--- config.mk ---
export PLATFORM = sky130hd
export DESIGN_NAME = mmu_port_arb
export DESIGN_NICKNAME = d
export VERILOG_FILES = /design/src/rtl/mmu_port_arb.sv
export SDC_FILE = /design/constraint.sdc
export NUM_CORES = 1
export LEC_CHECK = 0
export ABC_CLOCK_PERIOD_IN_PS = 3900
export CAP_MARGIN = 20
export CORE_ASPECT_RATIO = 0.7
export CORE_MARGIN = 1
export CORE_UTILIZATION = 47
export DETAILED_ROUTE_END_ITERATION = 10
export HOLD_SLACK_MARGIN = 0.06
export PLACE_DENSITY_LB_ADDON = 0.05
export REMOVE_ABC_BUFFERS = 1
export SYNTH_ARGS = -nofsm -noshare
export SYNTH_HDL_FRONTEND = slang
export SYNTH_SLANG_ARGS = --single-unit
--- constraint.sdc ---
create_clock -name clk -period 3.9 [get_ports clk]
set_input_delay 0.39 -clock clk [delete_from_list [all_inputs] [get_ports clk]]
set_output_delay 0.39 -clock clk [all_outputs]
set_load 0.01 [all_outputs]
--- src/rtl/mmu_port_arb.sv ---
// mmu_port_arb: fixed-priority NPORT requester arbiter onto one TLB-translated memory bus.
// Define MMU_ARB_RMW_EN to serve partial writes by read-modify-write for word-only memories.
module mmu_port_arb #(
  parameter  int NPORT   = 2,
  parameter  int AW      = 32,
  parameter  int DW      = 32,
  parameter  int SELW    = 16,
  parameter  int TIMEOUT = 255,
  localparam int BW      = DW / 8
) (
  input  logic                  clk,
  input  logic                  rst,
  input  logic [NPORT-1:0]      req_i,
  input  logic [NPORT-1:0]      we_i,
  input  logic [NPORT*AW-1:0]   addr_i,
  input  logic [NPORT*DW-1:0]   wdata_i,
  input  logic [NPORT*BW-1:0]   be_i,
  output logic [DW-1:0]         rdata_o,
  output logic [NPORT-1:0]      ack_o,
  output logic                  err_o,
  output logic [NPORT-1:0]      stall_o,
  output logic [AW-1:0]         tlb_vaddr_o,
  input  logic [AW-1:0]         tlb_paddr_i,
  input  logic [SELW-1:0]       tlb_dsel_i,
  output logic                  bus_cyc_o,
  output logic                  bus_we_o,
  output logic [AW-1:0]         bus_addr_o,
  output logic [DW-1:0]         bus_data_o,
  output logic [SELW-1:0]       bus_sel_o,
  output logic [BW-1:0]         bus_be_o,
  input  logic [DW-1:0]         bus_data_i,
  input  logic                  bus_ack_i
);

  localparam int              GW      = (NPORT > 1) ? $clog2(NPORT) : 1;
  localparam int              TW      = (TIMEOUT > 0) ? $clog2(TIMEOUT + 1) : 1;
  localparam bit              TO_EN   = (TIMEOUT != 0);
  localparam logic [TW-1:0]   TO_LAST = TW'(TIMEOUT - 1);
  localparam logic [TW-1:0]   CNT_ONE = TW'(1);

  typedef enum logic [2:0] {
    ST_IDLE   = 3'd0,
    ST_XLATE  = 3'd1,
    ST_ACCESS = 3'd2,
`ifdef MMU_ARB_RMW_EN
    ST_RMW_RD = 3'd3,
    ST_TURN   = 3'd4,
    ST_RMW_WR = 3'd5,
`endif
    ST_DONE   = 3'd6
  } state_t;

  state_t            state_r, state_nx_s;
  logic [GW-1:0]     gnt_s, gnt_r;
  logic              gnt_vld_s;
  logic [NPORT-1:0]  pend_s;
  logic [AW-1:0]     sel_addr_s;
  logic [DW-1:0]     sel_wdata_s;
  logic [BW-1:0]     sel_be_s;

  logic              we_r;
  logic [AW-1:0]     vaddr_r;
  logic [DW-1:0]     wdata_r;
  logic [BW-1:0]     be_r;
  logic [AW-1:0]     paddr_r, paddr_nx_s;
  logic [SELW-1:0]   dsel_r, dsel_nx_s;
  logic [DW-1:0]     rbuf_r, rbuf_nx_s;
  logic              errb_r, errb_nx_s;
  logic [TW-1:0]     cnt_r, cnt_nx_s;
  logic              in_bus_s, tmo_s;
  logic              be_none_s, be_full_s;

  logic [NPORT-1:0]  ack_r, ack_nx_s;
  logic              err_r;
  logic [DW-1:0]     rdata_r;
  logic              bus_cyc_r, bus_cyc_nx_s;
  logic              bus_we_r, bus_we_nx_s;
  logic [AW-1:0]     bus_addr_r, bus_addr_nx_s;
  logic [DW-1:0]     bus_data_r, bus_data_nx_s;
  logic [SELW-1:0]   bus_sel_r, bus_sel_nx_s;
  logic [BW-1:0]     bus_be_r, bus_be_nx_s;

`ifdef MMU_ARB_RMW_EN
  logic [DW-1:0]     wbuf_r, wbuf_nx_s;

  function automatic logic [DW-1:0] merge_lanes(input logic [DW-1:0] wd,
                                                input logic [DW-1:0] rd,
                                                input logic [BW-1:0] be);
    logic [DW-1:0] m;
    for (int l = 0; l < BW; l++) begin
      m[l*8 +: 8] = be[l] ? wd[l*8 +: 8] : rd[l*8 +: 8];
    end
    return m;
  endfunction
`endif

  assign sel_addr_s  = addr_i[int'(gnt_s)*AW +: AW];
  assign sel_wdata_s = wdata_i[int'(gnt_s)*DW +: DW];
  assign sel_be_s    = be_i[int'(gnt_s)*BW +: BW];
  assign be_none_s   = ~|be_r;
  assign be_full_s   = &be_r;
  assign paddr_nx_s  = (state_r == ST_XLATE) ? tlb_paddr_i : paddr_r;
  assign dsel_nx_s   = (state_r == ST_XLATE) ? tlb_dsel_i  : dsel_r;

  // Grant the highest-index request not being acknowledged this cycle.
  always_comb begin
    pend_s    = req_i & ~ack_r;
    gnt_s     = {GW{1'b0}};
    gnt_vld_s = 1'b0;
    for (int i = 0; i < NPORT; i++) begin
      gnt_s     = pend_s[i] ? GW'(i) : gnt_s;
      gnt_vld_s = gnt_vld_s | pend_s[i];
    end
  end

  // Bus-wait counter: restarts on entry to each bus state, counts unacknowledged cycles.
  always_comb begin
    in_bus_s = (state_r == ST_ACCESS);
`ifdef MMU_ARB_RMW_EN
    in_bus_s = in_bus_s || (state_r == ST_RMW_RD) || (state_r == ST_RMW_WR);
`endif
    tmo_s = TO_EN && in_bus_s && !bus_ack_i && (cnt_r == TO_LAST);
    if (in_bus_s && (state_nx_s == state_r)) begin
      cnt_nx_s = cnt_r + CNT_ONE;
    end else begin
      cnt_nx_s = {TW{1'b0}};
    end
  end

  // Next state plus read-data and error buffers.
  always_comb begin
    state_nx_s = state_r;
    rbuf_nx_s  = rbuf_r;
    errb_nx_s  = errb_r;
`ifdef MMU_ARB_RMW_EN
    wbuf_nx_s  = wbuf_r;
`endif
    case (state_r)
      ST_IDLE: begin
        if (gnt_vld_s) begin
          state_nx_s = ST_XLATE;
          rbuf_nx_s  = {DW{1'b0}};
          errb_nx_s  = 1'b0;
        end else begin
          state_nx_s = ST_IDLE;
        end
      end
      ST_XLATE: begin
        if (we_r && be_none_s) begin
          state_nx_s = ST_DONE;
        end else if (!we_r || be_full_s) begin
          state_nx_s = ST_ACCESS;
        end else begin
`ifdef MMU_ARB_RMW_EN
          state_nx_s = ST_RMW_RD;
`else
          state_nx_s = ST_ACCESS;
`endif
        end
      end
      ST_ACCESS: begin
        if (bus_ack_i) begin
          rbuf_nx_s  = we_r ? {DW{1'b0}} : bus_data_i;
          state_nx_s = ST_DONE;
        end else if (tmo_s) begin
          rbuf_nx_s  = {DW{1'b0}};
          errb_nx_s  = 1'b1;
          state_nx_s = ST_DONE;
        end else begin
          state_nx_s = ST_ACCESS;
        end
      end
`ifdef MMU_ARB_RMW_EN
      ST_RMW_RD: begin
        if (bus_ack_i) begin
          wbuf_nx_s  = merge_lanes(wdata_r, bus_data_i, be_r);
          rbuf_nx_s  = merge_lanes(wdata_r, bus_data_i, be_r);
          state_nx_s = ST_TURN;
        end else if (tmo_s) begin
          rbuf_nx_s  = {DW{1'b0}};
          errb_nx_s  = 1'b1;
          state_nx_s = ST_DONE;
        end else begin
          state_nx_s = ST_RMW_RD;
        end
      end
      ST_TURN: begin
        state_nx_s = ST_RMW_WR;
      end
      ST_RMW_WR: begin
        if (bus_ack_i) begin
          state_nx_s = ST_DONE;
        end else if (tmo_s) begin
          rbuf_nx_s  = {DW{1'b0}};
          errb_nx_s  = 1'b1;
          state_nx_s = ST_DONE;
        end else begin
          state_nx_s = ST_RMW_WR;
        end
      end
`endif
      ST_DONE: begin
        state_nx_s = ST_IDLE;
      end
      default: begin
        state_nx_s = ST_IDLE;
      end
    endcase
  end

  // Bus strobes follow the next state so the registered bus lines up with it.
  always_comb begin
    bus_cyc_nx_s  = 1'b0;
    bus_we_nx_s   = 1'b0;
    bus_addr_nx_s = {AW{1'b0}};
    bus_data_nx_s = {DW{1'b0}};
    bus_sel_nx_s  = {SELW{1'b0}};
    bus_be_nx_s   = {BW{1'b0}};
    case (state_nx_s)
      ST_ACCESS: begin
        bus_cyc_nx_s  = 1'b1;
        bus_we_nx_s   = we_r;
        bus_addr_nx_s = paddr_nx_s;
        bus_sel_nx_s  = dsel_nx_s;
        bus_data_nx_s = we_r ? wdata_r : {DW{1'b0}};
`ifdef MMU_ARB_RMW_EN
        bus_be_nx_s   = {BW{1'b1}};
`else
        bus_be_nx_s   = we_r ? be_r : {BW{1'b1}};
`endif
      end
`ifdef MMU_ARB_RMW_EN
      ST_RMW_RD: begin
        bus_cyc_nx_s  = 1'b1;
        bus_addr_nx_s = paddr_nx_s;
        bus_sel_nx_s  = dsel_nx_s;
        bus_be_nx_s   = {BW{1'b1}};
      end
      ST_RMW_WR: begin
        bus_cyc_nx_s  = 1'b1;
        bus_we_nx_s   = 1'b1;
        bus_addr_nx_s = paddr_nx_s;
        bus_sel_nx_s  = dsel_nx_s;
        bus_data_nx_s = wbuf_nx_s;
        bus_be_nx_s   = {BW{1'b1}};
      end
`endif
      default: begin
        bus_cyc_nx_s  = 1'b0;
      end
    endcase
    ack_nx_s = {NPORT{1'b0}};
    if (state_r == ST_DONE) begin
      ack_nx_s[gnt_r] = 1'b1;
    end else begin
      ack_nx_s = {NPORT{1'b0}};
    end
  end

  // State, request buffer, bus registers and registered completion outputs.
  always_ff @(posedge clk) begin
    if (rst) begin
      state_r    <= ST_IDLE;
      gnt_r      <= {GW{1'b0}};
      we_r       <= 1'b0;
      vaddr_r    <= {AW{1'b0}};
      wdata_r    <= {DW{1'b0}};
      be_r       <= {BW{1'b0}};
      paddr_r    <= {AW{1'b0}};
      dsel_r     <= {SELW{1'b0}};
      rbuf_r     <= {DW{1'b0}};
      errb_r     <= 1'b0;
      cnt_r      <= {TW{1'b0}};
`ifdef MMU_ARB_RMW_EN
      wbuf_r     <= {DW{1'b0}};
`endif
      ack_r      <= {NPORT{1'b0}};
      err_r      <= 1'b0;
      rdata_r    <= {DW{1'b0}};
      bus_cyc_r  <= 1'b0;
      bus_we_r   <= 1'b0;
      bus_addr_r <= {AW{1'b0}};
      bus_data_r <= {DW{1'b0}};
      bus_sel_r  <= {SELW{1'b0}};
      bus_be_r   <= {BW{1'b0}};
    end else begin
      state_r <= state_nx_s;
      if ((state_r == ST_IDLE) && gnt_vld_s) begin
        gnt_r   <= gnt_s;
        we_r    <= we_i[gnt_s];
        vaddr_r <= sel_addr_s;
        wdata_r <= sel_wdata_s;
        be_r    <= sel_be_s;
      end
      paddr_r    <= paddr_nx_s;
      dsel_r     <= dsel_nx_s;
      rbuf_r     <= rbuf_nx_s;
      errb_r     <= errb_nx_s;
      cnt_r      <= cnt_nx_s;
`ifdef MMU_ARB_RMW_EN
      wbuf_r     <= wbuf_nx_s;
`endif
      ack_r      <= ack_nx_s;
      err_r      <= (state_r == ST_DONE) ? errb_r : 1'b0;
      rdata_r    <= (state_r == ST_DONE) ? rbuf_r : {DW{1'b0}};
      bus_cyc_r  <= bus_cyc_nx_s;
      bus_we_r   <= bus_we_nx_s;
      bus_addr_r <= bus_addr_nx_s;
      bus_data_r <= bus_data_nx_s;
      bus_sel_r  <= bus_sel_nx_s;
      bus_be_r   <= bus_be_nx_s;
    end
  end

  assign rdata_o     = rdata_r;
  assign ack_o       = ack_r;
  assign err_o       = err_r;
  assign stall_o     = req_i & ~ack_r;
  assign tlb_vaddr_o = vaddr_r;
  assign bus_cyc_o   = bus_cyc_r;
  assign bus_we_o    = bus_we_r;
  assign bus_addr_o  = bus_addr_r;
  assign bus_data_o  = bus_data_r;
  assign bus_sel_o   = bus_sel_r;
  assign bus_be_o    = bus_be_r;

endmodule
# Word level (Yosys, flattened, before mapping)
# Cells that the tools add are included.
[word_totals]
inputBits = 223
out_inout_bits = 155
regBits = 283
word_cells = 84
[op_classes]
n_shift = 3
muxes = 23
order_cmp = 3
n_eq_ne = 10
addsub = 1
reduce_logical = 17
n_bitwise = 7
[op_table]
columns = ["op", "n"]
rows = [
  ["$mux W32", 5],
  ["$shiftx A64 B7 Y32", 2],
  ["$pmux W32 S2", 1],
  ["$mux W16", 1],
  ["$mux W1", 9],
  ["$mux W3", 3],
  ["$pmux W3 S3", 1],
  ["$add A8 B1 Y8 const B", 1],
  ["$eq A8 B8 Y1 const B", 1],
  ["$shiftx A8 B4 Y4", 1],
  ["$eq A3 B2 Y1 const B", 2],
  ["$logic_and A1 B1 Y1", 6],
  ["$reduce_or A2 Y1", 3],
  ["$lt A1 B2 Y1 const B", 2],
  ["$mux W4", 1],
  ["$ne A2 B2 Y1 const B", 2],
  ["$not A1 Y1", 4],
  ["$reduce_and A4 Y1", 1],
  ["$reduce_or A4 Y1", 1],
  ["$eq A3 B1 Y1 const B", 1],
  ["$eq A3 B3 Y1", 1],
  ["$eq A3 B3 Y1 const B", 1],
  ["$logic_not A3 Y1", 1],
  ["$ne A3 B2 Y1 const B", 1],
  ["11 further kinds", 12],
]

# Logic depth before layout (Yosys ltp)
# Gate-level depths: netlist of the first run.
[depth]
word_depth = 10
mapped_depth = 7
mapped_depth_nobuf = 6

# Worst setup path after synthesis of the first run
# OpenSTA, ideal clock, no wires.
[synth_timing]
kind = "register to register"
from = "register cnt_r[0]"
to = "register rbuf_r[10]"
stages_incl_launch_ff = 8
slack_ns = 2.195
required_time_ns = 3.840
arrival_ns = 1.645
path_buffers = 1
synth_period_minus_slack_ns = 1.705
setup_time_ns = 0.060
path_cell_list = "dfxtp_1 > inv_1 > ha_1 > nand3_1 > o21bai_1 > a211oi_1 > clkbuf_1 > a22o_1"
[synth_via]
elab_chain_len = 4
[synth_rtl]
columns = ["item", "line_no", "text"]
rows = [
  ["start, declared", "69", "logic [TW-1:0] cnt_r, cnt_nx_s;"],
  ["start signal, assigned", "273", "cnt_r <= {TW{1'b0}};"],
  ["start signal, assigned", "299", "cnt_r <= cnt_nx_s;"],
  ["$eq A8 B8 Y1", "122", "tmo_s = TO_EN && in_bus_s && !bus_ack_i && (cnt_r == TO_LAST);"],
  ["$logic_and A1 B1 Y1", "122", ""],
  ["$ne A3 B2 Y1 (no line)", "n/a", ""],
  ["$reduce_and A3 Y1 (no line)", "n/a", ""],
  ["end signal, assigned", "271", "rbuf_r <= {DW{1'b0}};"],
  ["end signal, assigned", "297", "rbuf_r <= rbuf_nx_s;"],
  ["end, declared", "67", "logic [DW-1:0] rbuf_r, rbuf_nx_s;"],
]
# Every way passes these cells.
# A chain may end at the register's enable or synchronous reset.

# Worst setup path after layout of the first run
[layout_timing]
from = "register we_r"
to = "register bus_data_r[5] (netlist: bus_data_o[5])"
[layout_via]
elab_chain_len = 6
elab_cells_between_ends = 7
classes_between = "eq/ne: 1; mux: 2; bitwise: 2; reduce/logical: 2"
[layout_rtl]
columns = ["item", "line_no", "text"]
rows = [
  ["start, declared", "61", "logic we_r;"],
  ["start signal, assigned", "290", "we_r <= we_i[gnt_s];"],
  ["$logic_and A1 B1 Y1", "149", "if (we_r && be_none_s) begin"],
  ["$mux W3", "149", ""],
  ["$pmux W3 S3", "138", "case (state_r)"],
  ["$eq A3 B2 Y1", "219", "case (state_nx_s)"],
  ["$not A1 Y1 (no line)", "n/a", ""],
  ["$reduce_or A3 Y1 (no line) *", "n/a", ""],
  ["end signal, assigned", "283", "bus_data_r <= {DW{1'b0}};"],
  ["end signal, assigned", "309", "bus_data_r <= bus_data_nx_s;"],
  ["end, declared", "79", "logic [DW-1:0] bus_data_r, bus_data_nx_s;"],
]
# Every way passes the cells marked *; elsewhere a longest branch is shown, timed or not.

==> results of run 1 <==
-- worst max-delay path, stage by stage (launching register included) --
cell      delay [ps]
dfxtp_1          500
nor4b_1          610
nand3_1          250
o2111a_1         540
and2_1           340
-- layout make-up --
cell class              count  area, sq um
repair buffers            389         3890
flip-flops and latches    283         5670
multi-input cells         675         3570
inverters                   7         26.3
clock inverters            14          263
fillers                  1469         5370
well taps                 270          338
clock buffers              38          788
-- stage by stage --
| stage | power (mW) | cells | setup WS, ps | instance area (sq um) |
|---|---|---|---|---|
| floorplan | 3.96 | 965 | -2740 | 9200 |
| global placement | 4.62 | 1623 | 1460 | 13500 |
| detailed placement | 4.64 | 1623 | 1380 | 13500 |
| CTS | 7.63 | 1675 | 1330 | 14500 |
| global route | 7.90 | 1676 | 1260 | 14500 |
| finish | 7.58 | 1676 | 1540 | 14500 |
-- registers in the layout (all words and copies together) (netlist names), 3 cells and up --
signal,count
wdata_r,32
state_r,3
tlb_vaddr_o,32
rdata_o,32
bus_sel_o,16
dsel_r,16
bus_addr_o,32
rbuf_r,32
paddr_r,32
bus_be_o,4
cnt_r,8
be_r,4
bus_data_o,32
-- how the worst max path moves through the flow --
stage,from,to,slack (ps),depth (start not counted)
after floorplan,ack_o[1]$_SDFF_PP0_,rbuf_r[0]$_SDFFE_PP0P_,-2740,4
after global placement,state_r[0]$_SDFF_PP0_,bus_addr_o[14]$_SDFF_PP0_,1460,5
after detailed placement,state_r[0]$_SDFF_PP0_,bus_addr_o[2]$_SDFF_PP0_,1380,5
after CTS,state_r[0]$_SDFF_PP0_,bus_addr_o[2]$_SDFF_PP0_,1330,5
after global routing,we_r$_SDFFE_PP0N_,bus_data_o[9]$_SDFF_PP0_,1260,4
final,we_r$_SDFFE_PP0N_,bus_data_o[5]$_SDFF_PP0_,1540,4
-- routing by layer --
metal	wire length, microns	up-vias
met1	11300	3850
met3	2200	46
met4	612	0
met5	0	-
met2	13000	292
li1	-	4191
-- power groups by stage --
stage / Combinational, mW / Sequential, mW / Clock (mW)
global route: 1.44 / 3.29 / 3.16
finish: 1.33 / 3.26 / 2.99
global placement: 1.30 / 3.31 / 0
floorplan: 0.597 / 3.36 / 0
CTS: 1.33 / 3.26 / 3.04
detailed placement: 1.32 / 3.32 / 0
-- synth_stat cells (all sizes together) --
master	count	area share (%)
nand2	284	11
dfxtp	283	59
a21oi	105	5.5
nor2	79	3.1
a311oi	69	6.3
and2	66	4.3
clkbuf	43	1.7
buf	38	2.5
a22o	32	2.9
inv	7	0.27
nand3	5	0.26
xnor2	4	0.36
nand2b	3	0.20
nor2b	3	0.20
xor2	3	0.27
ha	2	0.26
nor3b	2	0.16
nor4b	2	0.34
o21ai	2	0.14
or3	2	0.13
or3b	2	0.18
a211oi	1	0.078
and3	1	0.065
nand4	1	0.065
nor3	1	0.052
nor4bb	1	0.10
o2111a	1	0.12
o21ba	1	0.10
o21bai	1	0.078
or2	1	0.065
or4	1	0.078
-- placed cells by master, fill, tap and decap left out, types with 2 or more instances in the layout --
cell	instances
a21oi_1	103
a21oi_4	2
a22o_1	32
a311oi_1	69
and2_1	66
buf_12	2
buf_4	11
bufinv_16	7
clkbuf_1	5
clkbuf_16	28
clkbuf_8	5
clkdlybuf4s50_1	376
clkinv_2	4
dfxtp_1	283
ha_1	2
inv_1	6
nand2_1	284
nand2b_1	2
nand3_1	5
nor2_1	79
nor2b_1	3
or3_1	2
xnor2_1	4
xor2_1	3
-- cell families after synthesis --
logic type | after synthesis | share of synthesized area (%)
AND/OR/NAND/NOR | 454 | 20.4
AO/OA/AOI/OAI | 212 | 15.3
flip-flops | 283 | 59.0
buffers and inverters | 88 | 4.47
adder cells (fa/ha/maj) | 2 | 0.260
XOR/XNOR | 7 | 0.638
==> flow_summary.ini, run 1 <==
[power_and_ir_drop]
p_seq_share_pct = 43.1
cellPowerDensity_nw_per_um2 = 521
pwr-share-clk_pct = 39.4
p_comb_share_pct = 17.5
power.leakage_nw = 5.48
switching_power_mw = 1.91
ir_worst_vdd_mv = 0.372
p_sw_share_pct = 25.2
p_int_mw = 5.67

[detailed_routing]
avgViaCountPerCell = 5.00
drt_wl_total_microns = 27200
ant_nets = 0
remaining_drc_errors = 0
initialDrtViolationCount = 529
vias = 8379
wl_per_cell_microns = 16.2
first_pass_iters = 5

[synth]
synth_cell_types = 39
ys_warn_count = 0
post_synth.cell_area_avg_sq_um = 9.18
synthesis.area_sq_um = 9610
postSynthCellCount = 1046
synth-seq-cells = 283
ys_seq_area_share_pct = 59.0

[min_path]
hold_class = primary input to flip-flop
min_from = rst
hold_depth = 2
hold_end = state_r[1]$_SDFF_PP0_

[grt]
globalRouteTotalUtil_pct = 25.1
top_usage_layer = met2
grt_pass1_vias = 7766
grt_antenna_before_repair = 0
grt_max_degree = 140
gr-usage-met3_pct = 7.49
grt_use_met2_pct = 42.4
met1_usage_pct = 31.3
gr-total-overflow = 0
grt_pass1_wl_microns = 42000

[clock_network]
cts_hold_buf = 0
cts.sinks = 283
cts_tree = built
root_buffer = clkbuf_16
cts_buffers = 28
h-tree-depth = 1
cts_resized = 0
cts.path.max_buffers = 3
clk_pin_slew_ps = 60
cts_setup_buffers = 0
clkLatencyLatePin_ps = 540

[layout]
drive_above_1_share_pct = 5.12
syn2layout_area_growth_pct = 51.3
final_nets = 1609
fin_util_pct = 73.0
num_antenna_cells = 0

[worst_setup_path]
worstSetupPathType = flip-flop to flip-flop
crit_required_ps = 4320
regToRegSetupSlack_ps = 1540
start_kind = flip-flop
rr_endpoint = bus_data_o[5]$_SDFF_PP0_
reg2reg_from = we_r$_SDFFE_PP0N_
worstPathMaxFanout = 33
endpoint_kind = flip-flop
reg2reg_depth = 4
arrival_ps = 2790

[floorplan]
die_area_sq_um = 21000
coreArea_sq_um = 19900
die_h_microns = 122
initial_core_util_pct = 48.3
num_io_pins = 378
num_rows = 43
die_w_microns = 173

[job]
cap_violations = 0

[sta]
hold_viol = 0
fmax_mhz = 423
period_minus_slack_ps = 2360
finalSetupViolations = 0
final.period_utilization_pct = 60.5
tns_ps = 0
rsz0062_at_grt = false
worstMarginPinSlew_ps = 973
hold_ws_ps = 165
final.setup_skew_ps = 17.6
slew_viol_final = 0
slew_headroom_pct = 35.1

[outcome]
status = completed

[placed_design]
numPortBuffers = 377
gp_congestion = 0.791
dp_hpwl_microns = 17900
Note: power is estimated with default switching activity, not from simulation.
==> run 2, diff against run 1 <==
--- a/config.mk
+++ b/config.mk
@@ -5,11 +5,11 @@
 export SDC_FILE = /design/constraint.sdc
 export NUM_CORES = 1
 export LEC_CHECK = 0
-export ABC_CLOCK_PERIOD_IN_PS = 3900
+export ABC_CLOCK_PERIOD_IN_PS = 2350
 export CAP_MARGIN = 20
 export CORE_ASPECT_RATIO = 0.7
 export CORE_MARGIN = 1
-export CORE_UTILIZATION = 47
+export CORE_UTILIZATION = 43
 export DETAILED_ROUTE_END_ITERATION = 10
 export HOLD_SLACK_MARGIN = 0.06
 export PLACE_DENSITY_LB_ADDON = 0.05
==> constraint.sdc (replaced) <==
create_clock -name clk -period 2.35 [get_ports clk]
set_input_delay 0.235 -clock clk [delete_from_list [all_inputs] [get_ports clk]]
set_output_delay 0.235 -clock clk [all_outputs]
set_load 0.01 [all_outputs]
==> flow_summary.ini, run 2 (synthesized netlist as in run 1, its figures left out) <==
[worst_setup_path]
cp_slowest_stage_delay_ps = 460
reg2reg_from = state_r[0]$_SDFF_PP0_
crit_buf_inv = 1
rr_endpoint = tlb_vaddr_o[24]$_SDFFE_PP0N_
start_kind = flip-flop
regToRegSetupSlack_ps = 220
crit_required_ps = 2760
worstSetupPathType = flip-flop to flip-flop
arrival_ps = 2550
crit_chain = or3_1, a21oi_4, buf_12, nor2_1, a311oi_1
worstPathMaxFanout = 140
critPathTopFamily = compound AO/OA/AOI/OAI gates
endpoint_kind = flip-flop
crit_slowest_cell = buf_12
reg2reg_depth = 5

[grt]
grt_antenna_before_repair = 0
grt_pass1_vias = 8109
gr-total-overflow = 0
grt_max_degree = 141
globalRouteTotalUtil_pct = 23.4
grt_pass1_wl_microns = 43000

[power_and_ir_drop]
power.leakage_nw = 5.47
fin_total_pwr_mw = 12.1
ir_worst_vdd_mv = 0.473
cellPowerDensity_nw_per_um2 = 832

[layout]
syn2layout_area_growth_pct = 51.0
final_cell_mix = clkdlybuf4s50_1 (376), nand2_1 (284), dfxtp_1 (283)
final_nets = 1616
num-fill-cells = 1781
num_antenna_cells = 0
layout_commonest_cell = clkdlybuf4s50_1
drive_above_1_share_pct = 5.81

[clock_network]
cts_setup_buffers = 0
clkLatencyLatePin_ps = 530
cts.sinks = 283
clk_pin_slew_ps = 60
cts_resized = 0
h-tree-depth = 1
root_buffer = clkbuf_16
cts_tree = built
cts.path.max_buffers = 3
cts_hold_buf = 0
cts_buffers = 27

[sta]
hold_viol = 0
final.setup_skew_ps = 21.2
period_minus_slack_ps = 2130
final.period_utilization_pct = 90.8
timing.final.ws_setup_ps = 217
hold_ws_ps = 172
worstMarginPinSlew_ps = 918
slew_headroom_pct = 38.7
finalSetupViolations = 0
rsz0062_at_grt = false
fmax_mhz = 469
slew_viol_final = 0

[floorplan]
num_rows = 45
die_w_microns = 181
die_h_microns = 127
initial_core_util_pct = 44.1
num_io_pins = 378
coreArea_sq_um = 21800
die_area_sq_um = 22900

[detailed_routing]
vias = 8331
ant_nets = 0
initialDrtViolationCount = 449
remaining_drc_errors = 0
drt_wl_total_microns = 27300
first_pass_iters = 5
wl_per_cell_microns = 16.1
avgViaCountPerCell = 4.92

[placed_design]
gp_congestion = 0.794
numPortBuffers = 377
dp_hpwl_microns = 18200
pre_cts_ws_ps = 124

[min_path]
hold_end = state_r[0]$_SDFF_PP0_
min_from = rst
hold_depth = 2
hold_class = primary input to flip-flop

[outcome]
status = completed

[job]
cap_violations = 0
==> run 2: cell count changes in the layout (fill, tap and decap cells not counted) <==
cell and delta:
bufinv_16 -5, clkinvlp_4 +1, clkbuf_16 -1, clkbuf_1 -4, buf_4 +6, inv_6 +1, a211oi_2 +1, clkbuf_8 +4
clkinv_8 -1, clkinv_2 +3, buf_12 +1
==> run 2: per-stage QoR <==
step	cells	setup TNS, ps	utilization [%]	cell area [sq um]
after floorplan	965	-470700	-	9200
after global placement	1643	0	62.3	13600
after detailed placement	1643	0	62.3	13600
after CTS	1693	0	66.5	14500
after global routing	1694	0	66.6	14500
final	1694	0	66.6	14500
==> run 2: worst max path at each step <==
stage / cells after the start / end / from
2_1_floorplan: 4 / rbuf_r[0]$_SDFFE_PP0P_ / ack_o[1]$_SDFF_PP0_
3_3_place_gp: 5 / rbuf_r[27]$_SDFFE_PP0P_ / bus_ack_i
3_5_place_dp: 5 / rbuf_r[21]$_SDFFE_PP0P_ / bus_ack_i
4_1_cts: 7 / rbuf_r[21]$_SDFFE_PP0P_ / cnt_r[0]$_SDFF_PP0_
5_1_grt: 5 / tlb_vaddr_o[18]$_SDFFE_PP0N_ / state_r[0]$_SDFF_PP0_
6_report: 5 / tlb_vaddr_o[24]$_SDFFE_PP0N_ / state_r[0]$_SDFF_PP0_
==> run 2: where the power goes <==
part / switching (mW) / internal [mW] / total [mW]
combinational: 1.16 / 1.08 / 2.23
sequential: 0.177 / 5.23 / 5.41
clock: 1.82 / 2.62 / 4.44
total: 3.16 / 8.92 / 12.1
==> run 2: cell type report <==
type	instances	area [sq um]	area share, %
timing repair buffer	396	3950	27.2
inverter	7	26.3	0.181
tap	282	353	2.43
multi-input combinational	676	3580	24.7
clock buffer	37	803	5.54
clock inverter	13	128	0.880
sequential	283	5670	39.1
==> run 2: metal layers <==
| metal | global-route usage (%) | vias up | share of wire (%) |
|---|---|---|---|
| met5 | 0 | - | 0 |
| met1 | 29.5 | 3803 | 44 |
| li1 | - | 4199 | - |
| met4 | 6.84 | 0 | 2.6 |
| met2 | 38.8 | 278 | 46 |
| met3 | 6.81 | 51 | 7.6 |
==> run 3, diff against run 2 <==
--- a/config.mk
+++ b/config.mk
@@ -6,7 +6,7 @@
 export NUM_CORES = 1
 export LEC_CHECK = 0
 export ABC_CLOCK_PERIOD_IN_PS = 2350
-export CAP_MARGIN = 20
+export CAP_MARGIN = 15
 export CORE_ASPECT_RATIO = 0.7
 export CORE_MARGIN = 1
 export CORE_UTILIZATION = 43
==> results of run 3 <==
No change in the layout: final DEF, timing and power equal those of run 2.
